--- src/rtl/hack_pkg.sv ---
// Types shared by the Hack result stage: word type, width and skid-buffer occupancy states.
package hack_pkg;

    localparam int WORD_W = 16;

    typedef logic [WORD_W-1:0] word_t;

    typedef enum logic [1:0] {
        OCC_EMPTY,
        OCC_ONE,
        OCC_TWO
    } occ_t;

endpackage

--- src/rtl/alu_result_stage_if.sv ---
// Upstream/downstream handshake bundle of the ALU result stage.
// The slave modport is the stage's view; master is the side that drives in_* and out_ready.
interface alu_result_stage_if
    import hack_pkg::*;
#(
    parameter int WIDTH = WORD_W
);

    logic             in_valid;
    logic [WIDTH-1:0] in_data;
    logic             in_ready;
    logic             out_valid;
    logic [WIDTH-1:0] out_data;
    logic             out_zr;
    logic             out_ng;
    logic             out_ready;

    modport master (
        output in_valid,
        output in_data,
        output out_ready,
        input  in_ready,
        input  out_valid,
        input  out_data,
        input  out_zr,
        input  out_ng
    );

    modport slave (
        input  in_valid,
        input  in_data,
        input  out_ready,
        output in_ready,
        output out_valid,
        output out_data,
        output out_zr,
        output out_ng
    );

endinterface

--- src/rtl/word_skid_buf.sv ---
// Generic 2-entry skid buffer: main entry drives the output, skid entry absorbs one word
// while the consumer stalls, so in_ready can come straight from a flop.
module word_skid_buf
    import hack_pkg::*;
#(
    parameter int W = WORD_W + 2
) (
    input  logic         clk,
    input  logic         reset,
    input  logic         in_valid,
    input  logic [W-1:0] in_data,
    output logic         in_ready,
    output logic         out_valid,
    output logic [W-1:0] out_data,
    input  logic         out_ready
);

    occ_t         state;
    occ_t         state_nx;
    logic [W-1:0] main_q;
    logic [W-1:0] skid_q;
    logic         in_ready_q;
    logic         accept;
    logic         load_main_in;
    logic         load_skid_in;
    logic         load_main_skid;

    assign accept = in_valid & in_ready_q;

    always_ff @(posedge clk) begin
        if (reset) begin
            state <= OCC_EMPTY;
        end else begin
            state <= state_nx;
        end
    end

    always_comb begin
        state_nx = state;
        case (state)
            OCC_EMPTY: begin
                if (accept) state_nx = OCC_ONE;
            end
            OCC_ONE: begin
                if (accept && !out_ready)      state_nx = OCC_TWO;
                else if (!accept && out_ready) state_nx = OCC_EMPTY;
            end
            OCC_TWO: begin
                if (out_ready) state_nx = OCC_ONE;
            end
            default: state_nx = OCC_EMPTY;
        endcase
    end

    // TWO never sees an accept because in_ready is already low there.
    always_comb begin
        load_main_in   = 1'b0;
        load_skid_in   = 1'b0;
        load_main_skid = 1'b0;
        case (state)
            OCC_EMPTY: load_main_in = accept;
            OCC_ONE: begin
                load_main_in = accept & out_ready;
                load_skid_in = accept & ~out_ready;
            end
            OCC_TWO:   load_main_skid = out_ready;
            default: ;
        endcase
    end

    always_ff @(posedge clk) begin
        if (reset) begin
            main_q     <= '0;
            skid_q     <= '0;
            in_ready_q <= 1'b0;
        end else begin
            in_ready_q <= (state_nx != OCC_TWO);
            if (load_main_in) begin
                main_q <= in_data;
            end else if (load_main_skid) begin
                main_q <= skid_q;
            end
            if (load_skid_in) begin
                skid_q <= in_data;
            end else if (load_main_skid) begin
                skid_q <= '0;
            end
        end
    end

    assign in_ready  = in_ready_q;
    assign out_valid = (state != OCC_EMPTY);
    assign out_data  = main_q;

endmodule

--- src/rtl/alu_result_stage.sv ---
// Registered result stage after the Hack bitwise datapath: buffers words and attaches zr/ng flags.
// Optional ALU_STAGE_PERF_EN adds saturating perf_xfers / perf_stalls counters.
module alu_result_stage
    import hack_pkg::*;
#(
    parameter int WIDTH = WORD_W
) (
    input logic               clk,
    input logic               reset,
    alu_result_stage_if.slave bus
`ifdef ALU_STAGE_PERF_EN
    ,
    output logic [15:0]       perf_xfers,
    output logic [15:0]       perf_stalls
`endif
);

    localparam int PW = WIDTH + 2;

    logic          in_zr;
    logic          in_ng;
    logic [PW-1:0] in_payload;
    logic [PW-1:0] out_payload;

    // Flags travel with the word so the output never recomputes them.
    assign in_zr      = ~|bus.in_data;
    assign in_ng      = bus.in_data[WIDTH-1];
    assign in_payload = {in_zr, in_ng, bus.in_data};

    word_skid_buf #(
        .W(PW)
    ) u_buf (
        .clk      (clk),
        .reset    (reset),
        .in_valid (bus.in_valid),
        .in_data  (in_payload),
        .in_ready (bus.in_ready),
        .out_valid(bus.out_valid),
        .out_data (out_payload),
        .out_ready(bus.out_ready)
    );

    assign bus.out_data = out_payload[WIDTH-1:0];
    assign bus.out_ng   = out_payload[WIDTH];
    assign bus.out_zr   = out_payload[WIDTH+1];

`ifdef ALU_STAGE_PERF_EN
    always_ff @(posedge clk) begin
        if (reset) begin
            perf_xfers  <= '0;
            perf_stalls <= '0;
        end else begin
            if (bus.out_valid && bus.out_ready && perf_xfers != 16'hFFFF) begin
                perf_xfers <= perf_xfers + 16'd1;
            end
            if (bus.out_valid && !bus.out_ready && perf_stalls != 16'hFFFF) begin
                perf_stalls <= perf_stalls + 16'd1;
            end
        end
    end
`endif

endmodule

--- src/flat_wrapper.sv ---
// flat-port wrapper written by rule: the top's interface ports become plain ports
module alu_result_stage_flat import hack_pkg::*;
#(
    parameter int WIDTH = WORD_W
)
  (clk, reset, bus_in_valid, bus_in_data, bus_out_ready, bus_in_ready, bus_out_valid, bus_out_data, bus_out_zr, bus_out_ng);
  alu_result_stage_if #(.WIDTH(WIDTH)) bus_i ();
  input logic clk;
  input logic reset;
  input wire logic [$bits(bus_i.in_valid)-1:0] bus_in_valid;
  input wire logic [$bits(bus_i.in_data)-1:0] bus_in_data;
  input wire logic [$bits(bus_i.out_ready)-1:0] bus_out_ready;
  output wire logic [$bits(bus_i.in_ready)-1:0] bus_in_ready;
  output wire logic [$bits(bus_i.out_valid)-1:0] bus_out_valid;
  output wire logic [$bits(bus_i.out_data)-1:0] bus_out_data;
  output wire logic [$bits(bus_i.out_zr)-1:0] bus_out_zr;
  output wire logic [$bits(bus_i.out_ng)-1:0] bus_out_ng;
  assign bus_i.in_valid = bus_in_valid;
  assign bus_i.in_data = bus_in_data;
  assign bus_i.out_ready = bus_out_ready;
  assign bus_in_ready = bus_i.in_ready;
  assign bus_out_valid = bus_i.out_valid;
  assign bus_out_data = bus_i.out_data;
  assign bus_out_zr = bus_i.out_zr;
  assign bus_out_ng = bus_i.out_ng;
  alu_result_stage #(.WIDTH(WIDTH)) u_core (.clk(clk), .reset(reset), .bus(bus_i));
endmodule
--- config.mk ---
export PLATFORM = sky130hd
export DESIGN_NAME = alu_result_stage_flat
export DESIGN_NICKNAME = d
export VERILOG_FILES = /design/src/rtl/hack_pkg.sv /design/src/rtl/alu_result_stage_if.sv /design/src/rtl/word_skid_buf.sv /design/src/rtl/alu_result_stage.sv /design/src/flat_wrapper.sv
export SDC_FILE = /design/constraint.sdc
export NUM_CORES = 1
export LEC_CHECK = 0
export ABC_AREA = 1
export BUFFER_PORTS_ARGS = -buffer_cell sky130_fd_sc_hd__buf_2
export CORE_MARGIN = 3
export CORE_UTILIZATION = 30
export CTS_CLUSTER_DIAMETER = 30
export CTS_CLUSTER_SIZE = 40
export DETAILED_ROUTE_END_ITERATION = 8
export GPL_ROUTABILITY_DRIVEN = 0
export PLACE_DENSITY = 0.59
export RECOVER_POWER = 100
export SETUP_SLACK_MARGIN = 0.5
export SYNTH_ARGS = -nofsm -noshare
export SYNTH_HDL_FRONTEND = slang
export SYNTH_HIERARCHICAL = 1
export SYNTH_SLANG_ARGS = --single-unit
--- constraint.sdc ---
create_clock -name clk -period 2.2 [get_ports clk]
set_clock_uncertainty 0.05 [all_clocks]
set_input_delay 0.66 -clock clk [delete_from_list [all_inputs] [get_ports clk]]
set_output_delay 0.66 -clock clk [all_outputs]
set_load 0.1 [all_outputs]
# [Yosys cells after proc, flatten, opt, wreduce, memory -nomap -nowiden]
# Index checks and enable logic that the tools add are counted.
# W data, S select, Z words.
[word_totals] reg_bits=39 input_bits=20 output_inout_bits=20 wordCells=33
[classes] eq_ne=3 n_mux=12 n_bitwise=4 n_reduce_logical=10
[ops] cell="$mux W18" count=4
[ops] cell="$reduce_or A16 Y1" count=1
[ops] cell="$mux W2" count=4
[ops] cell="$pmux W2 S3" count=1
[ops] cell="$reduce_bool A2 Y1" count=3
[ops] cell="$and A1 B1 Y1" count=3
[ops] cell="$logic_not A1 Y1" count=3
[ops] cell="$eq A2 B1 Y1 const B" count=1
[ops] cell="$eq A2 B2 Y1 const B" count=1
[ops] cell="$logic_and A1 B1 Y1" count=2
[ops] cell="$logic_not A2 Y1" count=1
[ops] cell="$mux W1" count=2
[ops] cell="$ne A2 B2 Y1 const B" count=1
[ops] cell="$pmux W1 S2" count=1
[ops] cell="$not A1 Y1" count=1

# [Logic depth before layout (Yosys ltp)]
[depth] ltp_word=7 depth_mapped=9

# [Hierarchy]
# Netlist, hierarchy kept.
[by_module_without_submodules] module="word_skid_buf" n_inst=1 cells_each=260 area_per_inst_um2=1889.3
[by_module_without_submodules] module="alu_result_stage" n_inst=1 cells_each=27 area_per_inst_um2=103.8

# [Least setup slack after synthesis]
# No wires, ideal clock.
[synth_path] path_type="reg2out" from="register u_core.u_buf.state[0]" to="output bus_out_valid" t_arrival_ps=1449 required_time_ps=1490 slack_ps=41 stages_incl_launch_ff=4 n_path_buf=1 cell_sequence="dfxtp_1 > clkinv_1 > buf_2 > nand2_1"
[synth_between] elab_chain_len=1
[synth_lines] element="start: declaration" line="word_skid_buf.sv:18" rtl="occ_t state;"
[synth_lines] element="start signal: assignment" line="word_skid_buf.sv:34" rtl="state <= state_nx;"
[synth_lines] element="$reduce_bool A2 Y1" line="word_skid_buf.sv:92" rtl="assign out_valid = (state != OCC_EMPTY);"
[synth_lines] element="end: declaration" line="flat_wrapper.sv:14" rtl="output wire logic [$bits(bus_i.out_valid)-1:0] bus_out_valid;"
# Every way passes these cells.

# [Final worst setup path]
[layout_path] from="input bus_out_ready" to="register u_core.u_buf.skid_q[16]"
[layout_between] elab_chain_len=4 word_cells_on_any_way=6 classes_between="3 x mux; 2 x bitwise; 1 x reduce/logical"
[layout_lines] element="start: declaration" line="flat_wrapper.sv:12" rtl="input wire logic [$bits(bus_i.out_ready)-1:0] bus_out_ready;"
[layout_lines] element="$not A1 Y1" line="word_skid_buf.sv:64" rtl="load_skid_in = accept & ~out_ready;"
[layout_lines] element="$and A1 B1 Y1" line="word_skid_buf.sv:64"
[layout_lines] element="$mux W1" line="word_skid_buf.sv:60" rtl="case (state)"
[layout_lines] element="$mux W18 or $reduce_bool A2 Y1 (tied branches)"
[layout_lines] element="end signal: assignment" line="word_skid_buf.sv:84" rtl="skid_q <= in_data;"
[layout_lines] element="end: declaration" line="word_skid_buf.sv:21" rtl="logic [W-1:0] skid_q;"
# Parallel ways exist; a longest one is shown, timed or not.
# A chain may end at the register's enable or synchronous reset.

==> impl_metrics.env <==
export IMPL_status="complete, no violations"
export IMPL_timing_critical_path_cells="buf_2 > inv_1 > nand2_1 > inv_1 > nand2_1 > buf_4 > nand3_1 > a21oi_1"
export IMPL_cts_max_path_buffers=2
export IMPL_nets=340
export IMPL_final_util=0.361
export IMPL_synth_seq_cells=39
export IMPL_cts_buffers=5
export IMPL_vias_per_cell=4.94
export IMPL_netlist_area_um2=1990
export IMPL_drive_gt1_frac=0.203
export IMPL_dpl_hpwl_um=3340
export IMPL_row_count=29
export IMPL_slew_viol_final=0
export IMPL_worstPathMaxFanout=11
export IMPL_syn_nets=307
export IMPL_synth_warnings=6
export IMPL_cts_sinks=39
export IMPL_avgSynthCellArea_um2=6.94
export IMPL_leakage_uw=0.00107
export IMPL_grt_antenna_before_repair=0
export IMPL_crit_path_end_kind="flip-flop"
export IMPL_postSynthCellCount=287
export IMPL_r2r_slack_ns=0.52
export IMPL_fin_ws_ns=0.390
export IMPL_fin_hold_ws_ns=0.434
export IMPL_cts_max_level=2
export IMPL_powerDensity_nw_per_um2=700
export IMPL_hold_viol_final=0
export IMPL_insertion_delay_ns=0.29
export IMPL_cts_root_buf="clkbuf_8"
export IMPL_wl_per_cell_um=13.4
export IMPL_pre_cts_slack_ns=0.204
export IMPL_min_period_over_period=0.823
export IMPL_worstPathArrival_ns=1.98
export IMPL_path_class="in2reg"
export IMPL_ys_seq_area_frac=0.392
export IMPL_dr_pass1_iters=5
export IMPL_grt_overflow_total=0
export IMPL_drt_iter0_markers=185
export IMPL_synth_largest_area_cell="dfxtp_1"
export IMPL_setup_tns_final_ns=0
export IMPL_die_width_um=87.5
export IMPL_fin_cells=397
export IMPL_portBuffers=39
export IMPL_path_buf_inv=4
export IMPL_final_common_cell="nand2_1"
export IMPL_die_height_um=87.5
export IMPL_vias=1963
export IMPL_fillers=707
export IMPL_grt_pass1_wl_um=8990
export IMPL_period_needed_ns=1.81
export IMPL_synth_top_area_frac=0.392
export IMPL_ys_types=22
export IMPL_drv_cap=0
export IMPL_hold_class="reg2reg"
export IMPL_grtUsageTotal=0.145
export IMPL_dp_cells=390
export IMPL_clk_pin_slew_worst_paths_ns=0.07
export IMPL_drt_total_wl_um=5330
export IMPL_grt_setup_unrepaired="no"
export IMPL_setup_viol=0
export IMPL_slowest_stage="nand2_1"
export IMPL_area_delta_synth_final_pct=15.8
export IMPL_worst_slew_pin_slew_ns=0.542
export IMPL_clock_fmax_mhz=553
export IMPL_drc_errors=0
export IMPL_initial_core_util=0.312
export IMPL_cts_tree="done"
export IMPL_ir_drop_v=0.000343
export IMPL_startpoint_type="input pin"
export IMPL_layout_common_cells="67 x nand2_1, 55 x nand3_1, 37 x a21oi_1, 36 x dfxtp_1, 32 x inv_1"
export IMPL_grt_pass1_vias=1906
export IMPL_cp_slowest_stage_delay_ns=0.35
export IMPL_grt_start_max_net_pins=40
export IMPL_max_slew_margin=0.640
export IMPL_ant_nets=0
export IMPL_synth_area_top_cells="dfxtp_1 39%, nand3_1 14%, nand2_1 13%"
export IMPL_diodes=0
export IMPL_core_area_um2=6390
export IMPL_critPathRequiredTime_ns=2.37
export IMPL_cp_top_family="simple AND/OR/NAND/NOR gates"
export IMPL_die_area_um2=7660
export IMPL_io_pins=40
==> synth_stat cells <==
cell type  instances
a21oi_1           37
a31oi_1            1
and2_1             1
buf_1              1
buf_2              9
buf_4              2
buf_6              8
clkbuf_1           2
clkinv_1           1
clkinv_2           1
dfxtp_1           39
inv_1             32
inv_2              1
nand2_1           67
nand2_2            1
nand2_4            1
nand2_8            1
nand3_1           55
nand4_1           18
nor2_1             7
nor2_2             1
nor2_4             1
==> routing by layer <==
metal | vias to the layer above | global-route usage | part of all wire
met2 | 64 | 0.234 | 0.48
met3 | 6 | 0.0237 | 0.056
met4 | 0 | 0.0586 | 0.013
met5 | - | 0 | 0
met1 | 893 | 0.192 | 0.45
li1 | 1000 | - | -
==> where the power goes <==
part           internal [uW]  switching [uW]  total, uW
clock network            246             251        497
logic                   75.1             297        372
registers                732            14.2        746
==> path summary, 6_finish.rpt <==
kind	start	endpoint	cells after the start
setup / recovery	bus_out_ready	u_core/u_buf/skid_q[16]	8
hold / removal	u_core/u_buf/skid_q[13]	u_core/u_buf/skid_q[13]	2
setup reg to reg	u_core/u_buf/state[0]	u_core/u_buf/skid_q[16]	6
hold reg to reg	u_core/u_buf/skid_q[13]	u_core/u_buf/skid_q[13]	2
==> sequential cells by signal (all words and copies together) (netlist names) <==
name	cells
u_core/u_buf/out_data	18
u_core/u_buf/skid_q	18
u_core/u_buf/state	2
u_core/u_buf/in_ready	1
==> per-stage QoR <==
| stage | area (um^2) | power [uW] |
|---|---|---|
| final | 2310 | 1620 |
| after global routing | 2310 | 1690 |
| after CTS | 2350 | 1650 |
| after detailed placement | 2210 | 1140 |
| after global placement | 2210 | 1140 |
| after floorplan | 2000 | 1060 |
==> worst reg2reg max path, cell delays in order, from the launching register on <==
cell and delay (ns):
dfxtp_4 0.36, nand2_1 0.22, inv_1 0.10, nand2_1 0.36, buf_4 0.27, nand3_1 0.09, a21oi_1 0.15
==> layout make-up <==
| type | instances | area (um^2) | share of cell area |
|---|---|---|---|
| Multi-Input combinational cell | 191 | 921 | 0.399 |
| Sequential cell | 39 | 790 | 0.342 |
| Timing Repair Buffer | 48 | 278 | 0.120 |
| Inverter | 35 | 136 | 0.0591 |
| Tap cell | 77 | 96.3 | 0.0417 |
| Clock buffer | 6 | 82.6 | 0.0358 |
| Clock inverter | 1 | 5.00 | 0.00217 |
==> kinds of logic (layout without fill, tap and decap cells) <==
| logic type | Yosys count | in the layout | synth area share |
|---|---|---|---|
| buf+inv | 57 | 90 | 0.148 |
| simple gates | 153 | 153 | 0.365 |
| flops | 39 | 39 | 0.392 |
| compound gates | 38 | 38 | 0.0960 |
==> timing repair <==
item                                    CTS  global route
endpoints found under the setup margin   20            19
pin swaps                                 0             1
resized for setup                        20             8
buffers inserted                          0             0
hold buffers                              0             0
Note: power is estimated with default switching activity, not from simulation.
